`src/rtl/uartwb_burst_control.sv`:
```
// Host-command controller: parses framed UART commands, runs single/burst Wishbone
// accesses through the wrapper, and answers each frame with a status-terminated response.
module uartwb_burst_control #(
  parameter int unsigned ADDR_WID    = 32,
  parameter int unsigned DATA_WID    = 32,
  parameter int unsigned MAX_BURST   = 16,
  parameter int unsigned TIMEOUT_CYC = 65535
) (
  input  logic                clk_i,
  input  logic                nrst_i,
  input  logic                uartrx_valid_i,
  input  logic [7:0]          uartrx_data_i,
  input  logic                uarttx_ready_i,
  output logic                uarttx_en_o,
  output logic [7:0]          uarttx_data_o,
  output logic                wrapper_wr_o,
  output logic                wrapper_en_o,
  input  logic                wrapper_valid_i,
  input  logic                wrapper_err_i,
  output logic [ADDR_WID-1:0] wrapper_addr_o,
  output logic [DATA_WID-1:0] wrapper_data_o,
  input  logic [DATA_WID-1:0] wrapper_data_i
);

  localparam int unsigned AddrBytes = ADDR_WID / 8;
  localparam int unsigned DataBytes = DATA_WID / 8;
  localparam int unsigned TimerW    = $clog2(TIMEOUT_CYC + 1);

  localparam logic [7:0] StatOk       = 8'h00;
  localparam logic [7:0] StatBusErr   = 8'h01;
  localparam logic [7:0] StatBusTo    = 8'h02;
  localparam logic [7:0] StatBadFrame = 8'h03;
  localparam logic [7:0] StatRxTo     = 8'h04;

  typedef enum logic [3:0] {
    StIdle, StRxCnt, StRxAddr, StRxData, StWbReq, StWbWait, StTxCmd, StTxData, StTxStat
  } state_e;

  state_e              state_q;
  logic                rx_valid_q;
  logic [7:0]          cmd_q;
  logic [7:0]          cnt_q;
  logic [7:0]          word_idx_q;
  logic [7:0]          status_q;
  logic [3:0]          byte_idx_q;
  logic [ADDR_WID-1:0] addr_q;
  logic [DATA_WID-1:0] wdata_q;
  logic [DATA_WID-1:0] rdata_q;
  logic [TimerW-1:0]   timer_q;
  logic                wb_en_q;
  logic                wb_wr_q;
  logic [ADDR_WID-1:0] wb_addr_q;
  logic [DATA_WID-1:0] wb_data_q;

  logic                byte_stb;
  logic                timer_expired;
  logic                last_word;
  logic                last_addr_byte;
  logic                last_data_byte;
  logic [ADDR_WID-1:0] next_addr;

  assign byte_stb       = uartrx_valid_i & ~rx_valid_q;
  assign timer_expired  = (timer_q == TimerW'(TIMEOUT_CYC - 1));
  assign last_word      = (word_idx_q == cnt_q);
  assign last_addr_byte = (byte_idx_q == 4'(AddrBytes - 1));
  assign last_data_byte = (byte_idx_q == 4'(DataBytes - 1));
  assign next_addr      = cmd_q[2] ? addr_q : addr_q + ADDR_WID'(DataBytes);

  assign wrapper_en_o   = wb_en_q;
  assign wrapper_wr_o   = wb_wr_q;
  assign wrapper_addr_o = wb_addr_q;
  assign wrapper_data_o = wb_data_q;

  always_ff @(posedge clk_i or negedge nrst_i) begin
    if (!nrst_i) begin
      state_q    <= StIdle;
      rx_valid_q <= 1'b1;
      cmd_q      <= '0;
      cnt_q      <= '0;
      word_idx_q <= '0;
      status_q   <= StatOk;
      byte_idx_q <= '0;
      addr_q     <= '0;
      wdata_q    <= '0;
      rdata_q    <= '0;
      timer_q    <= '0;
      wb_en_q    <= 1'b0;
      wb_wr_q    <= 1'b0;
      wb_addr_q  <= '0;
      wb_data_q  <= '0;
    end else begin
      rx_valid_q <= uartrx_valid_i;
      wb_en_q    <= 1'b0;
      case (state_q)
        StIdle: begin
          if (byte_stb) begin
            cmd_q      <= uartrx_data_i;
            cnt_q      <= '0;
            word_idx_q <= '0;
            byte_idx_q <= '0;
            timer_q    <= '0;
            rdata_q    <= '0;
            status_q   <= StatOk;
            if (|uartrx_data_i[7:3]) begin
              status_q <= StatBadFrame;
              state_q  <= StTxCmd;
            end else if (uartrx_data_i[1]) begin
              state_q <= StRxCnt;
            end else begin
              state_q <= StRxAddr;
            end
          end
        end
        StRxCnt: begin
          if (byte_stb) begin
            timer_q <= '0;
            cnt_q   <= uartrx_data_i;
            if (32'(uartrx_data_i) >= MAX_BURST) begin
              status_q <= StatBadFrame;
              state_q  <= StTxCmd;
            end else begin
              state_q <= StRxAddr;
            end
          end else if (timer_expired) begin
            status_q <= StatRxTo;
            state_q  <= StTxCmd;
          end else begin
            timer_q <= timer_q + 1'b1;
          end
        end
        StRxAddr: begin
          if (byte_stb) begin
            timer_q <= '0;
            addr_q  <= ADDR_WID'({addr_q, uartrx_data_i});
            if (last_addr_byte) begin
              byte_idx_q <= '0;
              state_q    <= cmd_q[0] ? StRxData : StTxCmd;
            end else begin
              byte_idx_q <= byte_idx_q + 1'b1;
            end
          end else if (timer_expired) begin
            status_q <= StatRxTo;
            state_q  <= StTxCmd;
          end else begin
            timer_q <= timer_q + 1'b1;
          end
        end
        StRxData: begin
          if (byte_stb) begin
            timer_q <= '0;
            wdata_q <= DATA_WID'({wdata_q, uartrx_data_i});
            if (last_data_byte) begin
              byte_idx_q <= '0;
              if (status_q == StatOk) begin
                state_q <= StWbReq;
              end else if (last_word) begin
                // Word received only to keep the frame in step; no bus access after an error.
                state_q <= StTxCmd;
              end else begin
                word_idx_q <= word_idx_q + 1'b1;
              end
            end else begin
              byte_idx_q <= byte_idx_q + 1'b1;
            end
          end else if (timer_expired) begin
            if (status_q == StatOk) status_q <= StatRxTo;
            state_q <= StTxCmd;
          end else begin
            timer_q <= timer_q + 1'b1;
          end
        end
        StWbReq: begin
          wb_en_q   <= 1'b1;
          wb_wr_q   <= cmd_q[0];
          wb_addr_q <= addr_q;
          wb_data_q <= wdata_q;
          timer_q   <= '0;
          state_q   <= StWbWait;
        end
        StWbWait: begin
          if (wrapper_valid_i || timer_expired) begin
            addr_q <= next_addr;
            if (wrapper_valid_i && !wrapper_err_i) begin
              rdata_q <= wrapper_data_i;
            end else begin
              rdata_q  <= '0;
              status_q <= wrapper_valid_i ? StatBusErr : StatBusTo;
            end
            if (!cmd_q[0]) begin
              state_q <= StTxData;
            end else if (last_word) begin
              state_q <= StTxCmd;
            end else begin
              word_idx_q <= word_idx_q + 1'b1;
              timer_q    <= '0;
              state_q    <= StRxData;
            end
          end else begin
            timer_q <= timer_q + 1'b1;
          end
        end
        StTxCmd: begin
          if (uarttx_ready_i) begin
            state_q <= (!cmd_q[0] && status_q == StatOk) ? StWbReq : StTxStat;
          end
        end
        StTxData: begin
          if (uarttx_ready_i) begin
            // Shifting out leaves rdata_q zero, so words after an error go out as 0x00.
            rdata_q <= rdata_q << 8;
            if (last_data_byte) begin
              byte_idx_q <= '0;
              if (last_word) begin
                state_q <= StTxStat;
              end else begin
                word_idx_q <= word_idx_q + 1'b1;
                state_q    <= (status_q == StatOk) ? StWbReq : StTxData;
              end
            end else begin
              byte_idx_q <= byte_idx_q + 1'b1;
            end
          end
        end
        StTxStat: begin
          if (uarttx_ready_i) state_q <= StIdle;
        end
        default: state_q <= StIdle;
      endcase
    end
  end

  always_comb begin
    uarttx_en_o   = 1'b0;
    uarttx_data_o = 8'h00;
    case (state_q)
      StTxCmd: begin
        uarttx_en_o   = uarttx_ready_i;
        uarttx_data_o = cmd_q;
      end
      StTxData: begin
        uarttx_en_o   = uarttx_ready_i;
        uarttx_data_o = rdata_q[DATA_WID-1 -: 8];
      end
      StTxStat: begin
        uarttx_en_o   = uarttx_ready_i;
        uarttx_data_o = status_q;
      end
      default: ;
    endcase
  end

endmodule
```
`config.mk`:
```
export PLATFORM = sky130hd
export DESIGN_NAME = uartwb_burst_control
export DESIGN_NICKNAME = d
export VERILOG_FILES = /design/src/rtl/uartwb_burst_control.sv
export SDC_FILE = /design/constraint.sdc
export NUM_CORES = 1
export LEC_CHECK = 0
export BUFFER_PORTS_ARGS = -buffer_cell sky130_fd_sc_hd__buf_2
export CELL_PAD_IN_SITES_DETAIL_PLACEMENT = 0
export CELL_PAD_IN_SITES_GLOBAL_PLACEMENT = 1
export CORE_ASPECT_RATIO = 1.1
export CORE_MARGIN = 8
export CORE_UTILIZATION = 50
export CTS_CLUSTER_DIAMETER = 40
export DETAILED_ROUTE_END_ITERATION = 6
export HOLD_SLACK_MARGIN = 0.03
export PLACE_DENSITY = 0.85
export SYNTH_ARGS = -nofsm -noshare
export SYNTH_HDL_FRONTEND = slang
export SYNTH_SLANG_ARGS = --single-unit
```
`constraint.sdc`:
```
create_clock -name clk_i -period 5.1 [get_ports clk_i]
set_input_delay 0.255 -clock clk_i [delete_from_list [all_inputs] [get_ports clk_i]]
set_output_delay 0.255 -clock clk_i [all_outputs]
set_load 0.005 [all_outputs]
```
After elaboration in Yosys (flattened, before gate mapping)
Index checks and enable logic that the tools add are counted.
{"block": "word_totals", "inputBits": 46, "ff_bits": 219, "output_inout_bits": 75, "word_cells": 160}
{"block": "classes", "n_eq_ne": 37, "order_cmp": 1, "n_mux": 73, "add_sub_neg": 4, "bitwise": 2, "n_reduce_logical": 28}
{"cell": "$mux 32", "count": 7}
{"cell": "$mux 8", "count": 20}
{"cell": "$mux 16", "count": 6}
{"cell": "$pmux 32 s3", "count": 1}
{"cell": "$mux 4", "count": 20}
{"cell": "$pmux 16 s4", "count": 1}
{"cell": "$pmux 32 s2", "count": 1}
{"cell": "$pmux 8 s5", "count": 1}
{"cell": "$ne 2x2->1 const B", "count": 18}
{"cell": "$pmux 4 s9", "count": 1}
{"cell": "$add 32x3->32 const B", "count": 1}
{"cell": "$pmux 8 s4", "count": 1}
{"cell": "$reduce_and 9->1", "count": 3}
{"cell": "$pmux 8 s3", "count": 1}
{"cell": "$ne 3x3->1 const B", "count": 6}
{"cell": "$add 16x1->16 const B", "count": 1}
{"cell": "$eq 16x16->1 const B", "count": 1}
{"cell": "$eq 4x3->1 const B", "count": 4}
{"cell": "$pmux 8 s2", "count": 1}
{"cell": "$mux 3", "count": 5}
{"cell": "$eq 4x2->1 const B", "count": 3}
{"cell": "$pmux 4 s3", "count": 1}
{"cell": "$reduce_and 4->1", "count": 3}
{"cell": "$add 8x1->8 const B", "count": 1}
{"cell": "other kinds (26)", "count": 37}

Depth between registers and ports, before layout
Gate-level depths: netlist of the first run.
{"block": "depth", "ltp_word": 6, "depth_mapped": 10, "ltp_nobuf": 8}

Least setup slack after synthesis of the first run
Ideal clock, no wire load.
{"block": "synth_path", "path_type": "reg-to-reg", "from": "register timer_q[0]", "to": "register timer_q[1]", "path_stages_with_launch": 9, "setup_ns": 0.125, "setup_slack_ns": 2.778, "t_required_ns": 4.975, "t_arrival_ns": 2.197, "path_cell_list": "dfrtp_1 -> inv_1 -> ha_1 -> nand4_1 -> or4_1 -> nor2_1 -> a22oi_1 -> o211ai_2 -> mux2_2"}
{"block": "synth_between", "elab_chain_len": 4, "elab_cells_between_ends": 11}
{"element": "start: declaration", "line_no": "49", "source": "logic [TimerW-1:0] timer_q;"}
{"element": "start signal: assignment", "line_no": "128", "source": "timer_q <= timer_q + 1'b1;"}
{"element": "start signal: assignment", "line_no": "145", "source": "timer_q <= timer_q + 1'b1;"}
{"element": "start signal: assignment", "line_no": "169", "source": "timer_q <= timer_q + 1'b1;"}
{"element": "$add 16x1->16 / $eq 16x16->1 (equally long branches)"}
{"element": "$mux 16 / $logic_or 1x1->1 (equally long branches)"}
{"element": "$mux 16 (tied with other cells)", "line_no": "132", "source": "if (byte_stb) begin"}
{"element": "$pmux 16 s4 / $reduce_and 5->1 (equally long branches)"}
Several ways; a longest one is shown, not always the timed one. The select of a mux whose other input is x is not followed.
A chain may end at the register's enable or synchronous reset.

Worst setup path in the final report of the first run
{"block": "layout_path", "from": "register state_q[1]", "to": "output port uarttx_data_o[2]"}
{"block": "layout_between", "elab_chain_len": 2, "elab_cells_between_ends": 4}
{"element": "start: declaration", "line_no": "39", "source": "state_e state_q;"}
{"element": "start signal: assignment", "line_no": "76", "source": "state_q <= StIdle;"}
{"element": "start signal: assignment", "line_no": "106", "source": "state_q <= StTxCmd;"}
{"element": "start signal: assignment", "line_no": "108", "source": "state_q <= StRxCnt;"}
{"element": "$eq 4x4->1 / $eq 4x3->1 (equally long branches)", "line_no": "235", "source": "case (state_q)"}
{"element": "$pmux 8 s3 *", "line_no": "235"}
{"element": "end: declaration", "line_no": "15", "source": "output logic [7:0] uarttx_data_o,"}
Mark *: on every way between the ends. The rest lies on a longest branch, timed or not.

==> flow_summary_export.csv, run 1 <==
group,metric,value,unit
floorplan,design.portCount,121,
timing,tns,0,ns
power_and_ir_drop,p_leak,5.563,nW
timing,finalSetupViolCount,0,
setup_path,max_stage_delay,1.05,ns
setup_path,reg2reg_from,"state_q[0]",
grt,grt_max_degree,116,
setup_path,crit_required,4.85,ns
run_status,outcome,"completed",
floorplan,die_h,166.9,um
logic_synthesis,ys_ff_latch,219,
timing,finalCritPeriodShare,72.75,%
setup_path,critPathLaunchType,"flip-flop",
layout,regArea,5482,um2
logic_synthesis,synth_nets,1032,
setup_path,critPathTopFamily,"simple AND/OR/NAND/NOR gates",
job,max_cap_violations,0,
logic_synthesis,syn_inst,981,
logic_synthesis,ys.flop_type,"dfrtp_1",
worst_hold_path,holdPathStages,3,
setup_path,r2r_setup_slack,1.54,ns
placement,gp_congestion,0.8702,
setup_path,r2r-end,"timer_q[6]",
floorplan,dieWidth,153.2,um
timing,worst_pin_slew,1.286,ns
detailed_routing,drcViolationCount,0,
worst_hold_path,hp-start,"wrapper_data_i[20]",
layout,area_delta_synth_final,19.65,%
timing,finalCriticalPeriod,3.710,ns
layout,multi_input_area,4646,um2
cts,clock_latency,0.55,ns
cts,clk_pin_slew_worst_paths,0.06,ns
detailed_routing,drt-initial-drc-count,726,
cts,clockBufferDepth,3,
detailed_routing,drt-total-wl,26280,um
timing,hold_violations,0,
timing,rsz0062_at_grt,"no",
logic_synthesis,synth_area_per_cell,10.56,um2
timing,slew_headroom,13.61,%
power_and_ir_drop,fin_total_pwr,0.007672,W
setup_path,path_cells,"buf_4 > inv_1 > nor3_1 > a22oi_1 > nand2_1 > buf_2",
cts,postCtsSetupRepairBufs,0,
logic_synthesis,ys_types,62,
cts,cts_sinks,219,
floorplan,core.rowCount,55,
detailed_routing,viasPerCell,5.911,
worst_hold_path,hold_end,"rdata_q[20]",
layout,insertedDiodeCount,0,
detailed_routing,dr.pass1.iters,5,
power_and_ir_drop,power_density,619.2,nW/um2
timing,setup_ws,1.390,ns
cts,cts_buffers,31,
logic_synthesis,synth_area_leader_cell,"dfrtp_1",
cts,cts_root_buf,"clkbuf_16",
placement,pre_cts_ws,1.643,ns
logic_synthesis,synth.top_cells.by_area,"dfrtp_1 53%, mux2_2 12%, nand2_1 4.4%",
power_and_ir_drop,ir_drop,0.3883,mV
floorplan,initial_core_util,50.66,%
grt,grt_pass1_vias,8160,
layout,nNetsFinal,1153,
worst_hold_path,hp-class,"input port to flip-flop",
layout,drive_gt1_share,27.15,%
cts,htree_levels,1,
grt,grt-ovfl-total,0,
timing,fmax,269.5,MHz
setup_path,arrival,3.46,ns
setup_path,cp_max_fo,36,
grt,grtUsageTotal,20.29,%
timing,finalMaxSlewViolations,0,
setup_path,critical_path_class,"flip-flop to output pin",
cts,cts_tree,"yes",
grt,grt_antenna_before_repair,1,
detailed_routing,dr_total_vias,8175,
logic_synthesis,asyncSetResetFlopFracSynth,100.0,%
logic_synthesis,synthDominantCellAreaShare,52.68,%
logic_synthesis,seq_area_frac_synth,52.94,%
setup_path,cp-end-kind,"output pin",
logic_synthesis,synth_area,10350,um2
detailed_routing,wire_per_inst,19.00,um
placement,port_buffers,120,
floorplan,core-area,20440,um2
floorplan,dieArea,25580,um2
layout,fill_cells,1697,
setup_path,cpMaxStageDelayCell,"nor3_1",
placement,dp_hpwl,17300,um
logic_synthesis,ys.warnings.count,0,
setup_path,r2r_cells,6,
grt,grt_pass1_wl,43500,um
timing,fin_skew,0.01609,ns
logic_synthesis,synth-edff-count,0,
setup_path,crit_buf_inv,3,
detailed_routing,ant_nets,0,
## Yosys cell counts (all sizes together), types with 2 or more instances
master / n
inv: 6
dfrtp: 218
o211ai: 2
a32oi: 2
mux2i: 2
a221oi: 2
buf: 21
and3: 13
o22a: 21
or4b: 2
or4: 3
o21ai: 54
a22oi: 35
o21bai: 2
a2111o: 2
o2bb2ai: 3
nand3: 26
o31ai: 27
nor2b: 6
and2: 7
a31oi: 9
nand2: 121
a21oi: 55
nand2b: 7
a22o: 11
nor4: 7
nor2: 69
nor3: 14
o2bb2a: 6
or2: 4
or3: 7
ha: 5
nor3b: 3
xnor2: 8
o21a: 6
nand4: 13
clkbuf: 38
a21o: 6
o22ai: 12
mux2: 108
nand3b: 5
## cells by family after synthesis
| group | Yosys count | share of synthesized area [%] |
|---|---|---|
| compound gates | 265 | 17.23 |
| fa+ha+maj | 5 | 0.6042 |
| buf+inv | 65 | 2.489 |
| flops | 219 | 52.94 |
| mux | 110 | 11.94 |
| simple gates | 309 | 14.13 |
| xor+xnor | 8 | 0.6767 |
## worst register-to-register path, cell delays in order (launching register included)
cell and delay, ns:
dfrtp_1 0.75, nor2b_1 0.32, nand2_1 0.79, nor2_1 0.18, o22ai_1 1.01, nor3_1 0.12, o22a_1 0.25
## state kept, by name, summed over array words and instances, names as in the netlist
signal / flops
cmd_q: 8
addr_q: 32
rx_valid_q: 1
wrapper_wr_o: 1
word_idx_q: 8
byte_idx_q: 4
wrapper_en_o: 1
wrapper_addr_o: 32
status_q: 8
wdata_q: 32
wrapper_data_o: 32
rdata_q: 32
state_q: 4
timer_q: 16
cnt_q: 8
## stage by stage
step / area [um2] / hold WS (ns) / util [%] / instances
after detailed placement: 11170 / 0.3654 / 54.64 / 1308
after floorplan: 10350 / -0.04059 / - / 981
final: 12390 / 0.05153 / 60.62 / 1383
after global placement: 11170 / 0.3644 / 54.64 / 1308
after global routing: 12390 / 0.04189 / 60.62 / 1383
after CTS: 12390 / 0.03190 / 60.62 / 1383
## timing repair
item,4_1_cts,5_1_grt
gates resized for setup,0,0
hold buffers,17,0
hold endpoints to repair,129,0
## layout by cell type, fill, tap and decap left out, types with 6 or more instances in the layout
master,count
buf_4,9
inv_6,6
dfrtp_1,218
a22o_1,11
o22ai_1,12
and2_1,7
o21a_1,6
o21ai_0,52
a31oi_1,9
nor3_1,14
a21oi_1,55
nor2b_1,6
clkbuf_16,31
o2bb2a_1,6
and3_1,13
dlygate4sd3_1,17
o31ai_1,27
nand2b_1,7
nor2_1,67
a21o_1,6
nand3_1,26
a22oi_1,35
nand2_1,121
nand4_1,12
mux2_2,106
xnor2_1,8
or3_1,7
o22a_1,21
inv_1,6
buf_2,119
## per-layer routing
| metal | up-vias | wire length [um] | track usage [%] |
|---|---|---|---|
| met5 | - | 9 | 0 |
| met4 | 2 | 510 | 5.728 |
| met3 | 44 | 1695 | 4.582 |
| met2 | 254 | 12090 | 31.86 |
| met1 | 4022 | 11970 | 27.73 |
| li1 | 3853 | - | - |
## area by class of cell
class                           count  share of cell area, %
Clock buffer                       39                  6.827
Tap cell                          256                  2.585
Inverter                            6                 0.1818
Clock inverter                     19                  1.656
Multi-Input combinational cell    697                  37.50
Sequential cell                   219                  44.24
Timing Repair Buffer              147                  7.009
## where the power goes
part / total [W] / switching, W / internal [W]
clock: 0.00212 / 0.000823 / 0.00130
combinational: 0.00265 / 0.00147 / 0.00117
sequential: 0.00291 / 0.000586 / 0.00232
## worst max path at each step
stage / from / to / slack (ns) / depth (start not counted)
2_1_floorplan: timer_q[0] / timer_q[1] / 2.78 / 8
3_3_place_gp: state_q[0] / timer_q[4] / 1.63 / 6
3_5_place_dp: state_q[0] / timer_q[6] / 1.64 / 6
4_1_cts: state_q[1] / uarttx_data_o[2] / 1.51 / 6
5_1_grt: state_q[0] / timer_q[4] / 1.21 / 6
6_report: state_q[1] / uarttx_data_o[2] / 1.39 / 6
Power figures use the tool's default switching activity.
==> run 2: changes to the inputs <==
- CORE_UTILIZATION: 50 -> 46
- PLACE_DENSITY: 0.85 -> 0.79
- clock period: 5.1 -> 3.75 ns (I/O delays scaled with it)
==> flow_summary_export.csv, run 2 (synthesis results as in run 1) <==
group,metric,value,unit
cts,cts_sinks,219,
setup_path,crit_required,3.56,ns
floorplan,core.rowCount,57,
setup_path,cp-startpoint,"state_q[1]",
placement,dp_hpwl,17620,um
detailed_routing,dr_total_vias,8162,
cts,cts_resized,0,
timing,hold_violations,0,
grt,grt_pass1_vias,8247,
setup_path,r2r_cells,6,
run_status,outcome,"completed",
detailed_routing,viasPerCell,5.645,
setup_path,crit_end,"uarttx_data_o[5]",
cts,cts_tree,"yes",
layout,mostFrequentLayoutCells,"218 x dfrtp_1, 121 x nand2_1, 119 x buf_2",
detailed_routing,drt-total-wl,27090,um
floorplan,core-area,22110,um2
layout,area_delta_synth_final,23.61,%
grt,grtUsageTotal,19.58,%
timing,worst_pin_slew,1.279,ns
setup_path,critPathLaunchType,"flip-flop",
grt,grt_antenna_before_repair,0,
grt,grt_max_degree,111,
timing,finalCriticalPeriod,3.318,ns
grt,grt_pass1_wl,44950,um
setup_path,cp-end-kind,"output pin",
worst_hold_path,hp-class,"input port to flip-flop",
timing,hold_ws,0.04067,ns
setup_path,cpMaxStageDelayCell,"nor3_1",
cts,clockBufferDepth,3,
placement,dp.cells,1354,
timing,tns,0,ns
grt,grt-ovfl-total,0,
timing,fmax,301.4,MHz
power_and_ir_drop,ir_drop,0.3521,mV
setup_path,arrival,3.13,ns
setup_path,critical_path_class,"flip-flop to output pin",
floorplan,design.portCount,121,
floorplan,initial_core_util,46.84,%
layout,final_core_util,57.89,%
floorplan,dieWidth,159.1,um
power_and_ir_drop,power_density,856.2,nW/um2
detailed_routing,drcViolationCount,0,
layout,stdcell_count,1446,
cts,cts_root_buf,"clkbuf_16",
timing,rsz0062_at_grt,"no",
timing,finalCritPeriodShare,88.49,%
layout,final_common_cell,"dfrtp_1",
cts,clock_latency,0.51,ns
setup_path,cp_max_fo,25,
timing,slew_headroom,14.11,%
setup_path,r2r_setup_slack,0.93,ns
placement,port_buffers,120,
cts,cts_buffers,35,
layout,nNetsFinal,1176,
timing,finalSetupViolCount,0,
timing,fin_skew,0.02263,ns
power_and_ir_drop,fin_total_pwr,0.01096,W
cts,postCtsSetupRepairBufs,0,
timing,finalMaxSlewViolations,0,
layout,drive_gt1_share,27.89,%
floorplan,dieArea,27570,um2
floorplan,die_h,173.4,um
job,max_cap_violations,0,
detailed_routing,dr.pass1.iters,5,
layout,insertedDiodeCount,0,
power_and_ir_drop,p_leak,5.761,nW
detailed_routing,drt-initial-drc-count,689,
setup_path,max_stage_delay,1.06,ns
setup_path,path_cells,"inv_1 > nor3_1 > a22oi_1 > nand2_1 > buf_2",
setup_path,r2r-end,"state_q[2]",
detailed_routing,wire_per_inst,18.73,um
setup_path,reg2reg_from,"state_q[1]",
cts,htree_levels,2,
detailed_routing,ant_nets,0,
placement,gp_congestion,0.9008,
cts,clk_pin_slew_worst_paths,0.06,ns
[run 2: timing repair]
action	4_1_cts	5_1_grt
hold buffers	29	0
setup endpoints to repair	0	0
endpoints found under the hold margin	139	0
[run 2: critical path, delay by kind of cell, from the launching register on]
kind                   cells  cell delay [ns]
AOI/OAI and AO/OA          1             0.21
buffers and inverters      2             0.34
DFF                        1             0.85
and+or+nand+nor            2             1.22
[run 2: layout make-up]
cell class                 count  area, um2
sequential                   219       5482
clock buffer                  42      984.7
clock inverter                21      242.7
tap                          295      369.1
inverter                       6      22.52
timing repair buffer         166       1054
fill                        1929       9309
multi-input combinational    697       4646
[run 2: how the worst min path moves through the flow]
stage                             startpoint           to  slack (ns)  cells after the start
final                     wrapper_data_i[20]  rdata_q[20]        0.04                      3
after CTS                 wrapper_data_i[20]  rdata_q[20]        0.03                      3
after detailed placement              nrst_i  timer_q[14]        0.32                      1
after floorplan                       nrst_i    addr_q[0]       -0.11                      0
after global routing        uartrx_data_i[5]     cnt_q[5]        0.04                      3
after global placement                nrst_i  timer_q[14]        0.31                      1
[run 2: metal layers]
layer,part of all wire [%],up-vias,track usage [%]
li1,-,3911,-
met1,48,3963,27.61
met2,45,232,29.53
met3,5.3,56,4.442
met4,2.3,0,5.901
met5,0,-,0
[run 2: power by group]
group | internal [W] | switching [W] | leakage, nW
sequential | 0.00316 | 0.000801 | 2.83
combinational | 0.00165 | 0.00202 | 2.32
clock | 0.00217 | 0.00117 | 0.611
total | 0.00697 | 0.00399 | 5.76
[run 2: metrics by stage]
step	instance area, um2	worst slack (ns)
floorplan	10350	1.428
global placement	11280	1.036
detailed placement	11280	1.001
CTS	12800	0.5532
global route	12800	0.2997
finish	12800	0.4318
